### src/rtl/uart_pkg.sv
`default_nettype none
// ============================================================================
//  uart_pkg
//  Shared UART receive types and helpers.
//  Revision: 1.0
// ============================================================================
package uart_pkg;

    typedef enum logic [2:0] {
        RX_IDLE   = 3'd0,
        RX_START  = 3'd1,
        RX_DATA   = 3'd2,
        RX_PARITY = 3'd3,
        RX_STOP   = 3'd4
    } rx_state_t;

    typedef enum logic [1:0] {
        DW_5 = 2'b00,
        DW_6 = 2'b01,
        DW_7 = 2'b10,
        DW_8 = 2'b11
    } data_width_t;

    // Tick count at which the start bit is centred.
    function automatic int half_bit(input int oversample);
        return oversample / 2 - 1;
    endfunction

    function automatic logic [2:0] last_bit_idx(input data_width_t w);
        return 3'd4 + {1'b0, w};
    endfunction

endpackage
`default_nettype wire

### src/rtl/uart_rx_sequencer_if.sv
`default_nettype none
// ============================================================================
//  uart_rx_sequencer_if
//  Received-word bus from the frame sequencer towards the RX FIFO.
//  Revision: 1.0
// ============================================================================
interface uart_rx_sequencer_if #(
    parameter int DATA_MAX = 8
);
    logic [DATA_MAX-1:0] data_o;
    logic                data_valid_o;
    logic                parity_err_o;
    logic                frame_err_o;
    logic                busy_o;

    modport master (
        output data_o,
        output data_valid_o,
        output parity_err_o,
        output frame_err_o,
        output busy_o
    );

    modport slave (
        input data_o,
        input data_valid_o,
        input parity_err_o,
        input frame_err_o,
        input busy_o
    );
endinterface
`default_nettype wire

### src/rtl/edge_detector.sv
`default_nettype none
// ============================================================================
//  edge_detector
//  One-clock pulse on a selected edge of a synchronous input (EDGE: 1 rise, 0 fall).
//  Revision: 1.0
// ============================================================================
module edge_detector #(
    parameter bit EDGE = 1'b0
) (
    input  logic clk_i,
    input  logic rst_n_i,
    input  logic sig_i,
    output logic pulse_o
);
    logic r_prev;

    // Reset to the idle level so no edge is reported out of reset.
    always_ff @(posedge clk_i or negedge rst_n_i) begin
        if (!rst_n_i) begin
            r_prev <= ~EDGE;
        end else begin
            r_prev <= sig_i;
        end
    end

    generate
        if (EDGE) begin : g_rise
            assign pulse_o = sig_i & ~r_prev;
        end else begin : g_fall
            assign pulse_o = r_prev & ~sig_i;
        end
    endgenerate
endmodule
`default_nettype wire

### src/rtl/uart_rx_sequencer.sv
`default_nettype none
// ============================================================================
//  uart_rx_sequencer
//  UART receive frame sequencer: oversampled start/data/parity/stop sampling.
//  Optional macro UART_RX_MAJORITY_VOTE_EN: 2-of-3 vote around each sample point.
//  Revision: 1.0
// ============================================================================
module uart_rx_sequencer
    import uart_pkg::*;
#(
    parameter int OVERSAMPLE = 16,
    parameter int DATA_MAX   = 8
) (
    input  logic                      clk_i,
    input  logic                      rst_n_i,
    input  logic                      rx_i,
    input  logic                      ov_tick_i,
    input  logic                      enable_i,
    input  logic [1:0]                data_width_i,
    input  logic                      parity_en_i,
    input  logic                      parity_odd_i,
    input  logic                      stop_bits_i,
    uart_rx_sequencer_if.master       rx_if
);
    localparam int HALF_BIT = half_bit(OVERSAMPLE);
    localparam int CW       = $clog2(OVERSAMPLE);

    localparam logic [2:0] ST_IDLE   = RX_IDLE;
    localparam logic [2:0] ST_START  = RX_START;
    localparam logic [2:0] ST_DATA   = RX_DATA;
    localparam logic [2:0] ST_PARITY = RX_PARITY;
    localparam logic [2:0] ST_STOP   = RX_STOP;

`ifdef UART_RX_MAJORITY_VOTE_EN
    localparam logic [CW-1:0] c_start_pt = CW'(HALF_BIT + 1);
`else
    localparam logic [CW-1:0] c_start_pt = CW'(HALF_BIT);
`endif
    localparam logic [CW-1:0] c_bit_pt = CW'(OVERSAMPLE - 1);

    logic                r_sync_1;
    logic                r_sync_2;
    logic                w_fall;
    logic                w_bit;
    logic                w_sample;
    logic [CW-1:0]       w_pt;
    logic [2:0]          w_last_idx;

    logic [2:0]          r_state;
    logic [CW-1:0]       r_tick_cnt;
    logic [2:0]          r_bit_cnt;
    logic                r_stop_cnt;
    data_width_t         r_width;
    logic                r_par_en;
    logic                r_par_odd;
    logic                r_two_stop;
    logic [DATA_MAX-1:0] r_shift;
    logic                r_par_acc;
    logic                r_ferr_acc;

    logic [DATA_MAX-1:0] r_data;
    logic                r_valid;
    logic                r_perr;
    logic                r_ferr;

    always_ff @(posedge clk_i or negedge rst_n_i) begin
        if (!rst_n_i) begin
            r_sync_1 <= 1'b1;
            r_sync_2 <= 1'b1;
        end else begin
            r_sync_1 <= rx_i;
            r_sync_2 <= r_sync_1;
        end
    end

    edge_detector #(
        .EDGE (1'b0)
    ) u_edge (
        .clk_i   (clk_i),
        .rst_n_i (rst_n_i),
        .sig_i   (r_sync_2),
        .pulse_o (w_fall)
    );

`ifdef UART_RX_MAJORITY_VOTE_EN
    // r_hist holds the line at ticks C-1 and C; the current line is tick C+1.
    logic [1:0] r_hist;

    always_ff @(posedge clk_i or negedge rst_n_i) begin
        if (!rst_n_i) begin
            r_hist <= 2'b11;
        end else if (ov_tick_i) begin
            r_hist <= {r_hist[0], r_sync_2};
        end
    end

    assign w_bit = (r_hist[1] & r_hist[0]) | (r_hist[1] & r_sync_2) | (r_hist[0] & r_sync_2);
`else
    assign w_bit = r_sync_2;
`endif

    assign w_pt       = (r_state == ST_START) ? c_start_pt : c_bit_pt;
    assign w_sample   = ov_tick_i && (r_tick_cnt == w_pt);
    assign w_last_idx = last_bit_idx(r_width);

    always_ff @(posedge clk_i or negedge rst_n_i) begin
        if (!rst_n_i) begin
            r_state    <= ST_IDLE;
            r_tick_cnt <= '0;
            r_bit_cnt  <= 3'd0;
            r_stop_cnt <= 1'b0;
            r_width    <= DW_8;
            r_par_en   <= 1'b0;
            r_par_odd  <= 1'b0;
            r_two_stop <= 1'b0;
            r_shift    <= '0;
            r_par_acc  <= 1'b0;
            r_ferr_acc <= 1'b0;
            r_data     <= '0;
            r_valid    <= 1'b0;
            r_perr     <= 1'b0;
            r_ferr     <= 1'b0;
        end else begin
            r_valid <= 1'b0;
            if ((r_state != ST_IDLE) && !enable_i) begin
                r_state <= ST_IDLE;
            end else if (r_state == ST_IDLE) begin
                if (w_fall && enable_i) begin
                    r_width    <= data_width_t'(data_width_i);
                    r_par_en   <= parity_en_i;
                    r_par_odd  <= parity_odd_i;
                    r_two_stop <= stop_bits_i;
                    r_tick_cnt <= '0;
                    r_bit_cnt  <= 3'd0;
                    r_stop_cnt <= 1'b0;
                    r_shift    <= '0;
                    r_par_acc  <= 1'b0;
                    r_ferr_acc <= 1'b0;
                    r_state    <= ST_START;
                end
            end else if (ov_tick_i) begin
                if (!w_sample) begin
                    r_tick_cnt <= r_tick_cnt + 1'b1;
                end else begin
                    r_tick_cnt <= '0;
                    case (r_state)
                        ST_START: begin
                            r_state <= w_bit ? ST_IDLE : ST_DATA;
                        end
                        ST_DATA: begin
                            r_shift[r_bit_cnt] <= w_bit;
                            r_par_acc          <= r_par_acc ^ w_bit;
                            r_bit_cnt          <= r_bit_cnt + 3'd1;
                            if (r_bit_cnt == w_last_idx) begin
                                r_state <= r_par_en ? ST_PARITY : ST_STOP;
                            end
                        end
                        ST_PARITY: begin
                            r_par_acc <= r_par_acc ^ w_bit;
                            r_state   <= ST_STOP;
                        end
                        ST_STOP: begin
                            if (r_two_stop && !r_stop_cnt) begin
                                r_stop_cnt <= 1'b1;
                                r_ferr_acc <= r_ferr_acc | ~w_bit;
                            end else begin
                                r_state <= ST_IDLE;
                                r_valid <= 1'b1;
                                r_data  <= r_shift;
                                r_perr  <= r_par_en & (r_par_acc != r_par_odd);
                                r_ferr  <= r_ferr_acc | ~w_bit;
                            end
                        end
                        default: begin
                            r_state <= ST_IDLE;
                        end
                    endcase
                end
            end
        end
    end

    assign rx_if.data_o       = r_data;
    assign rx_if.data_valid_o = r_valid;
    assign rx_if.parity_err_o = r_perr;
    assign rx_if.frame_err_o  = r_ferr;
    assign rx_if.busy_o       = (r_state != ST_IDLE);
endmodule
`default_nettype wire

### src/flat_wrapper.sv
// flat-port wrapper written by rule: the top's interface ports become plain ports
module uart_rx_sequencer_flat import uart_pkg::*;
#(
    parameter int OVERSAMPLE = 16,
    parameter int DATA_MAX   = 8
)
  (clk_i, rst_n_i, rx_i, ov_tick_i, enable_i, data_width_i, parity_en_i, parity_odd_i, stop_bits_i, rx_if_data_o, rx_if_data_valid_o, rx_if_parity_err_o, rx_if_frame_err_o, rx_if_busy_o);
  uart_rx_sequencer_if #(.DATA_MAX(DATA_MAX)) rx_if_i ();
  input  logic clk_i;
  input  logic rst_n_i;
  input  logic rx_i;
  input  logic ov_tick_i;
  input  logic enable_i;
  input  logic [1:0] data_width_i;
  input  logic parity_en_i;
  input  logic parity_odd_i;
  input  logic stop_bits_i;
  output wire logic [$bits(rx_if_i.data_o)-1:0] rx_if_data_o;
  output wire logic [$bits(rx_if_i.data_valid_o)-1:0] rx_if_data_valid_o;
  output wire logic [$bits(rx_if_i.parity_err_o)-1:0] rx_if_parity_err_o;
  output wire logic [$bits(rx_if_i.frame_err_o)-1:0] rx_if_frame_err_o;
  output wire logic [$bits(rx_if_i.busy_o)-1:0] rx_if_busy_o;
  assign rx_if_data_o = rx_if_i.data_o;
  assign rx_if_data_valid_o = rx_if_i.data_valid_o;
  assign rx_if_parity_err_o = rx_if_i.parity_err_o;
  assign rx_if_frame_err_o = rx_if_i.frame_err_o;
  assign rx_if_busy_o = rx_if_i.busy_o;
  uart_rx_sequencer #(.OVERSAMPLE(OVERSAMPLE), .DATA_MAX(DATA_MAX)) u_core (.clk_i(clk_i), .rst_n_i(rst_n_i), .rx_i(rx_i), .ov_tick_i(ov_tick_i), .enable_i(enable_i), .data_width_i(data_width_i), .parity_en_i(parity_en_i), .parity_odd_i(parity_odd_i), .stop_bits_i(stop_bits_i), .rx_if(rx_if_i));
endmodule
### config.mk
export PLATFORM = sky130hd
export DESIGN_NAME = uart_rx_sequencer_flat
export DESIGN_NICKNAME = d
export VERILOG_FILES = /design/src/rtl/uart_pkg.sv /design/src/rtl/uart_rx_sequencer_if.sv /design/src/rtl/edge_detector.sv /design/src/rtl/uart_rx_sequencer.sv /design/src/flat_wrapper.sv
export SDC_FILE = /design/constraint.sdc
export NUM_CORES = 1
export LEC_CHECK = 0
export ABC_AREA = 1
export CAP_MARGIN = 20
export CORE_MARGIN = 4
export CORE_UTILIZATION = 55
export CTS_CLUSTER_SIZE = 8
export DETAILED_ROUTE_END_ITERATION = 12
export GPL_ROUTABILITY_DRIVEN = 1
export PLACE_DENSITY_LB_ADDON = 0.08
export SETUP_SLACK_MARGIN = 0.3
export SLEW_MARGIN = 10
export SYNTH_ARGS = -nofsm -noshare
export SYNTH_HDL_FRONTEND = slang
export SYNTH_HIERARCHICAL = 1
export SYNTH_SLANG_ARGS = --single-unit
### constraint.sdc
create_clock -name clk_i -period 4.2 [get_ports clk_i]
set_input_delay 0.63 -clock clk_i [delete_from_list [all_inputs] [get_ports clk_i]]
set_output_delay 0.63 -clock clk_i [all_outputs]
set_load 0.005 [all_outputs]
### After elaboration in Yosys (flattened, before gate mapping)

Cells that the tools add are included.

* register bits after elaboration: 40
* bits in latches: 0
* bits in writable memories: 0
* memory bits (read-only): 0
* input port bits: 10
* memories kept: 0

* add/subtract/negate cells: 3
* multiply operators: 0
* divide/modulo/power cells: 0
* order comparisons: 2
* equality and inequality tests: 11
* shifts and indexed selects: 0
* multiplexer cells: 49
* bitwise logic cells: 8
* reduce and logical (&&, ||, !) cells: 25

Operator list (number)
* 2-to-1 mux 8 bit: 5
* 2-to-1 mux 3 bit: 13
* 2-to-1 mux 1 bit: 22
* 2-to-1 mux 4 bit: 5
* AND reduction 5 bit: 3
* one-hot mux 3 bit (4 select lines): 1
* AND reduction 6 bit: 2
* nonzero test 2 bit: 6
* nonzero test 3 bit: 3
* bitwise mux 8 bit: 1
* == test 3 x 2 -> 1 bit (second input constant): 2
* AND reduction 3 bit: 2
* logical AND 1 bit: 5
* adder 4 x 1 -> 4 bit (second input constant): 1
* == test 4 bit: 1
* < comparator 3 x 4 -> 1 bit (second input constant): 1
* != test 4 x 1 -> 1 bit (second input constant): 1
* != test 4 x 2 -> 1 bit (second input constant): 1
* inverter 1 bit: 4
* adder 3 x 1 -> 3 bit (second input constant): 1
* adder 3 x 2 -> 3 bit (first input constant): 1
* demux 1 bit (select 3 bit): 1
* == test 3 x 1 -> 1 bit (second input constant): 1
* == test 3 bit: 1
* other kinds (12): 14

### Depth between registers and ports, before layout

Gate-level depths: netlist of run 1.

* depth after elaboration: 9
* mapped depth: 10
* gate-level depth less buffers: 9

### By module

The synthesis of run 1 kept the hierarchy.

By module, submodules not included
* uart_rx_sequencer: times used 1, cells each 254, area an instance 2033.2 um^2, seq. area each 980.9 um^2
* edge_detector: times used 1, cells each 3, area an instance 36.3 um^2, seq. area each 26.3 um^2

### Worst setup path before layout of run 1

No wires, ideal clock.

* path kind: register to output
* start point: register u_core.r_state[0]
* end point: output rx_if_busy_o
* arrival time: 1023 ps
* path slack: 2547 ps
* cell stages (with the launch flop): 6
* cells stage by stage: dfrtp_1 -> buf_6 -> nor2_4 -> nand2_2 -> buf_2 -> buf_2

* cells in the longest elaborated chain, start to end: 1

RTL lines
* start: declaration: RTL line uart_rx_sequencer.sv:49 `logic [2:0] r_state;`
* start signal: assignment: RTL line uart_rx_sequencer.sv:148 `r_state <= w_bit ? ST_IDLE : ST_DATA;`
* start signal: assignment: RTL line uart_rx_sequencer.sv:155 `r_state <= r_par_en ? ST_PARITY : ST_STOP;`
* nonzero test 3 bit: RTL line uart_rx_sequencer.sv:187 `assign rx_if.busy_o = (r_state != ST_IDLE);`
* end: declaration: RTL line flat_wrapper.sv:22 `output wire logic [$bits(rx_if_i.busy_o)-1:0] rx_if_busy_o;`

Every way passes these cells.

### Final worst setup path of run 1

Ends and elaborated chain as after synthesis.

==> flow_summary.json, run 1 <==
{
  "insertion_delay_ns": 0.30,
  "cp_max_fo": 23,
  "die-area_mm2": 0.004808,
  "cts-buffers-inserted": 5,
  "yosysWarnings": 6,
  "antenna_found_initial": 0,
  "synth_cells": 257,
  "max_slew_margin_pct": 43.15,
  "ys_types": 27,
  "grt_pass1_vias": 1546,
  "async_flop_share_pct": 100.0,
  "hp-class": "reg2reg",
  "placed_area_mm2": 0.002270,
  "finalClockSkew_ns": 0.008818,
  "hold_ws_ns": 0.3580,
  "post_cts_resized": 0,
  "clk_pin_slew_worst_paths_ns": 0.07,
  "nets": 287,
  "drt_wl_total_mm": 3.901,
  "cp.required_ns": 3.57,
  "hp-start": "u_core/r_sync_1",
  "rrSetupSlack_ns": 2.07,
  "root_buffer": "clkbuf_8",
  "final_area_mm2": 0.002377,
  "synth_largest_area_cell": "dfrtp_1",
  "dr.pass1.iters": 4,
  "pin_count": 22,
  "ctsHtreeMaxLevel": 2,
  "synth_area_per_cell_um2": 8.052,
  "crit_arrival_ns": 1.84,
  "fmax_ghz": 0.4045,
  "antenna_cells": 0,
  "period_share_pct": 58.86,
  "start_kind": "register",
  "setup_ws_ns": 1.728,
  "yosys-top-cells-count": "nand2_1 (86), dfrtp_1 (35), nand3_1 (27)",
  "via_per_inst": 5.167,
  "path_class": "reg2out",
  "grt_pass1_wl_mm": 6.996,
  "reg2regPathDepth": 6,
  "grt_max_degree": 41,
  "final_max_slew_viol_count": 0,
  "synth.most_common_cell": "nand2_1",
  "clock_sinks": 40,
  "run_status": "finished, final reports clean",
  "detailedPlace.worstSlack_ns": 1.736,
  "track_usage_pct": 17.79,
  "synthFlopType": "dfrtp_1",
  "synth_edf_count": 0,
  "synth_top_area_share_pct": 42.32,
  "drt_iter0_drc": 105,
  "worstReg2RegStart": "u_core/r_state[0]",
  "num_vias": 1674,
  "hold_end": "u_core/r_sync_2",
  "cts_tree": "yes",
  "setup_tns_ns": 0,
  "ant_nets": 0,
  "tightest_slew_ns": 0.8528,
  "die_h_um": 69.34,
  "whs_path_depth": 0,
  "die_x_um": 69.34,
  "drive_above_1_share_pct": 9.058,
  "core_area_mm2": 0.003661,
  "cts_buffer_depth": 2,
  "row_count": 22,
  "synth_fp_nets": 269,
  "wire_per_inst_um": 12.04,
  "dp_hpwl_mm": 2.723,
  "rsz0062_at_grt": "false",
  "cap_violations": 0,
  "hold_buffers": 0,
  "portBuffers": 21,
  "nFillCells": 333,
  "synthTopCellsByArea": "dfrtp_1 (42%), nand2_1 (16%), nand3_1 (6.5%)",
  "overflow": 0,
  "syn_area_mm2": 0.002069,
  "p_leak_nw": 1.162,
  "area_delta_synth_final_pct": 14.87,
  "peakVddDrop_v": 0.0004534,
  "finalSetupViolations": 0,
  "power.density_mw_per_mm2": 639.3,
  "cts_setup_buffers": 0,
  "end_kind": "primary output",
  "reg2reg_to": "u_core/r_stop_cnt",
  "yosysSeqAreaShare_pct": 48.67,
  "drc": 0,
  "fin_crit_ns": 2.472,
  "globalplace.congestion": 0.8430,
  "ys_seq_elements": 40,
  "hold_viol_final": 0,
  "start_util_pct": 56.53
}
registers in the layout, indices dropped and copies added (netlist names), 2 cells and up:
register / flops
u_core/r_shift: 8
u_core/r_bit_cnt: 3
u_core/rx_if.data_o: 8
u_core/r_state: 3
u_core/r_tick_cnt: 4
u_core/r_width: 2
area by class of cell:
class | instances | area [um2] | share of cell area [%]
Timing Repair Buffer | 21 | 205.2 | 8.632
Clock inverter | 2 | 35.03 | 1.474
Multi-Input combinational cell | 187 | 922.1 | 38.79
Clock buffer | 6 | 72.57 | 3.053
Tap cell | 48 | 60.06 | 2.526
Sequential cell | 40 | 1007 | 42.37
Inverter | 20 | 75.07 | 3.158
through the flow:
stage / instances / power (mW) / utilization, %
6_report: 324 / 1.520 / 64.94
5_1_grt: 324 / 1.649 / 64.94
4_1_cts: 324 / 1.530 / 64.94
3_5_place_dp: 316 / 1.213 / 62.00
3_3_place_gp: 316 / 1.201 / 62.00
2_1_floorplan: 257 / 1.117 / -
layout by cell type (no fill, tap or decap):
| cell type | instances |
|---|---|
| nand4_1 | 14 |
| a21oi_1 | 9 |
| nor2_1 | 11 |
| mux2_1 | 1 |
| bufinv_16 | 1 |
| clkdlybuf4s50_1 | 20 |
| a21boi_0 | 1 |
| buf_2 | 1 |
| nand3_4 | 2 |
| inv_1 | 16 |
| nor2_4 | 1 |
| xor2_1 | 3 |
| nor3_1 | 10 |
| nand3_1 | 27 |
| o21ai_1 | 4 |
| clkbuf_8 | 5 |
| o21ai_0 | 9 |
| clkbuf_1 | 1 |
| inv_2 | 4 |
| clkinv_2 | 1 |
| ha_1 | 2 |
| nor2_2 | 1 |
| nand2_2 | 3 |
| dfstp_2 | 5 |
| nor4_1 | 1 |
| nand2_1 | 86 |
| nor2_8 | 1 |
| nand3b_1 | 1 |
| dfrtp_1 | 35 |
worst max path at each step:
stage | start | endpoint | slack, ns | depth (start not counted)
3_5_place_dp | ov_tick_i | u_core/r_stop_cnt | 1.74 | 8
4_1_cts | u_core/r_state[0] | rx_if_busy_o | 1.71 | 3
2_1_floorplan | u_core/r_state[0] | rx_if_busy_o | 2.55 | 5
3_3_place_gp | ov_tick_i | u_core/r_stop_cnt | 1.77 | 8
5_1_grt | u_core/r_state[0] | rx_if_busy_o | 1.61 | 3
6_report | u_core/r_state[0] | rx_if_busy_o | 1.73 | 3
critical path: stages (launching register included):
cell	delay [ns]
dfrtp_1	0.53
nor2_4	0.09
nand2_2	0.34
clkdlybuf4s50_1	0.59
layer usage:
| metal | global-route usage (%) | wire [um] |
|---|---|---|
| met2 | 27.01 | 1694 |
| met4 | 5.206 | 49 |
| met1 | 24.62 | 1995 |
| met3 | 5.362 | 162 |
| met5 | 0 | 0 |
power breakdown:
group | total [mW] | switching [mW] | internal (mW)
sequential | 0.577 | 0.0899 | 0.487
combinational | 0.633 | 0.437 | 0.196
clock | 0.310 | 0.133 | 0.176
kinds of logic after synthesis:
family	after synthesis	share of synthesized area, %
AND/OR/NAND/NOR	158	35.85
flip-flops	40	48.67
buffers and inverters	30	6.771
AO/OA/AOI/OAI	23	5.683
XOR/XNOR	3	1.270
adder cells (fa/ha/maj)	2	1.209
multiplexers	1	0.5441
(Power assumes the default switching activity.)
==> run 2: changes to the inputs <==
==> constraint.sdc (replaced) <==
create_clock -name clk_i -period 2.43 [get_ports clk_i]
set_input_delay 0.3645 -clock clk_i [delete_from_list [all_inputs] [get_ports clk_i]]
set_output_delay 0.3645 -clock clk_i [all_outputs]
set_load 0.005 [all_outputs]
==> flow_summary.json, run 2 (synthesized netlist as in run 1, its figures left out) <==
{
  "run_status": "finished, final reports clean",
  "ant_nets": 0,
  "reg2reg_to": "u_core/r_par_odd",
  "cp_max_fo": 13,
  "met2_wirelength_mm": 1.743,
  "period_share_pct": 83.45,
  "hp-class": "in2async",
  "grt_pass1_wl_mm": 6.955,
  "cap_violations": 0,
  "hold_viol_final": 0,
  "via_per_inst": 5.245,
  "path_class": "reg2out",
  "power.density_mw_per_mm2": 1111,
  "tightest_slew_ns": 0.8483,
  "cp_top_family": "buffers and inverters",
  "reg2regPathDepth": 5,
  "m1WireLength_mm": 1.920,
  "drc": 0,
  "die_x_um": 69.34,
  "crit_end": "rx_if_busy_o",
  "post_cts_resized": 0,
  "hold_buffers": 0,
  "cp.required_ns": 2.07,
  "dp_cells": 318,
  "clock_sinks": 40,
  "fin_crit_ns": 2.028,
  "startpoint": "u_core/r_state[1]",
  "antenna_cells": 0,
  "setup_tns_ns": 0,
  "num_vias": 1710,
  "globalplace.congestion": 0.8412,
  "cts_tree": "yes",
  "p_total_mw": 2.659,
  "insertion_delay_ns": 0.29,
  "cts_buffer_depth": 2,
  "ctsHtreeMaxLevel": 2,
  "max_slew_margin_pct": 43.45,
  "start_kind": "register",
  "peakVddDrop_v": 0.0005633,
  "placed_area_mm2": 0.002285,
  "wl_met3_um": 205,
  "row_count": 22,
  "drt_wl_total_mm": 3.945,
  "dp_hpwl_mm": 2.810,
  "crit_slowest_cell": "clkdlybuf4s50_1",
  "dr.max_layer_used": "met4",
  "drt_iter0_drc": 74,
  "nets": 289,
  "wire_per_inst_um": 12.10,
  "finalSetupViolations": 0,
  "clk_pin_slew_worst_paths_ns": 0.08,
  "die_h_um": 69.34,
  "portBuffers": 21,
  "slowest_delay_ns": 0.56,
  "fin_util_pct": 65.38,
  "path_cells": "nor2_4 > nand2_2 > clkdlybuf4s50_1",
  "rrSetupSlack_ns": 0.53,
  "area_delta_synth_final_pct": 15.66,
  "drive_above_1_share_pct": 10.07,
  "dr.pass1.iters": 4,
  "rsz0062_at_grt": "false",
  "antenna_found_initial": 0,
  "cts_setup_buffers": 0,
  "mostFrequentLayoutCell": "nand2_1",
  "pin_count": 22,
  "final_max_slew_viol_count": 0,
  "finalClockSkew_ns": 0.005039,
  "overflow": 0,
  "core_area_mm2": 0.003661,
  "path_buf_inv": 1,
  "finalNonFillerCells": 326,
  "final_area_mm2": 0.002394,
  "cts-buffers-inserted": 5,
  "worstSetupPathDepth": 3,
  "worstReg2RegStart": "u_core/r_state[0]",
  "crit_arrival_ns": 1.66,
  "multi_input_area_um2": 922.1,
  "start_util_pct": 56.53,
  "fmax_ghz": 0.4931,
  "grt_max_degree": 41,
  "nFillCells": 328,
  "track_usage_pct": 17.68,
  "end_kind": "primary output",
  "layout_common_cells": "nand2_1 (86), dfrtp_1 (34), nand3_1 (27), clkdlybuf4s50_1 (20), inv_1 (16)",
  "grt_pass1_vias": 1548,
  "die-area_mm2": 0.004808,
  "p_leak_nw": 1.170,
  "root_buffer": "clkbuf_8",
  "regArea_mm2": 0.001008
}
==> run 2: cell count changes in the layout (fill, tap and decap cells not counted), sizes merged <==
cell  delta
buf      +2
==> run 2: layout make-up <==
cell class / count / area share (%)
Inverter: 20 / 3.136
Sequential cell: 40 / 42.13
Tap cell: 48 / 2.509
Multi-Input combinational cell: 187 / 38.53
Clock buffer: 6 / 3.032
Timing Repair Buffer: 23 / 9.200
Clock inverter: 2 / 1.464
==> run 2: metal layers <==
| layer | track usage (%) | up-vias |
|---|---|---|
| met4 | 6.508 | 0 |
| met1 | 23.50 | 772 |
| li1 | - | 888 |
| met3 | 4.638 | 7 |
| met2 | 27.75 | 43 |
| met5 | 0 | - |
==> run 2: where the power goes <==
group,switching (mW),leakage [nW],total (mW),internal (mW)
clock network,0.228,0.0552,0.532,0.305
logic,0.759,0.595,1.13,0.369
registers,0.156,0.520,0.999,0.844
total,1.14,1.17,2.66,1.52
==> run 2: through the flow <==
stage,hold slack (ns),setup slack (ns)
after floorplan,0.06891,0.8769
after global placement,0.3476,0.4103
after detailed placement,0.3498,0.3203
after CTS,0.2035,0.3367
after global routing,0.2384,0.3143
final,0.1729,0.4021
==> run 2: worst min path at each step <==
stage               startpoint              endpoint
2_1_floorplan          rst_n_i   u_core/r_bit_cnt[0]
3_3_place_gp   u_core/r_sync_1       u_core/r_sync_2
3_5_place_dp   u_core/r_sync_1       u_core/r_sync_2
4_1_cts                rst_n_i  u_core/r_tick_cnt[0]
5_1_grt                rst_n_i  u_core/r_tick_cnt[0]
6_report               rst_n_i      u_core/r_par_odd
==> run 2: worst reg2reg max path, stage by stage (launching register included) <==
cell and delay [ns]:
dfrtp_2 0.48, nor2_4 0.18, nand2_2 0.20, inv_1 0.37
nand3_4 0.21, mux2_1 0.35
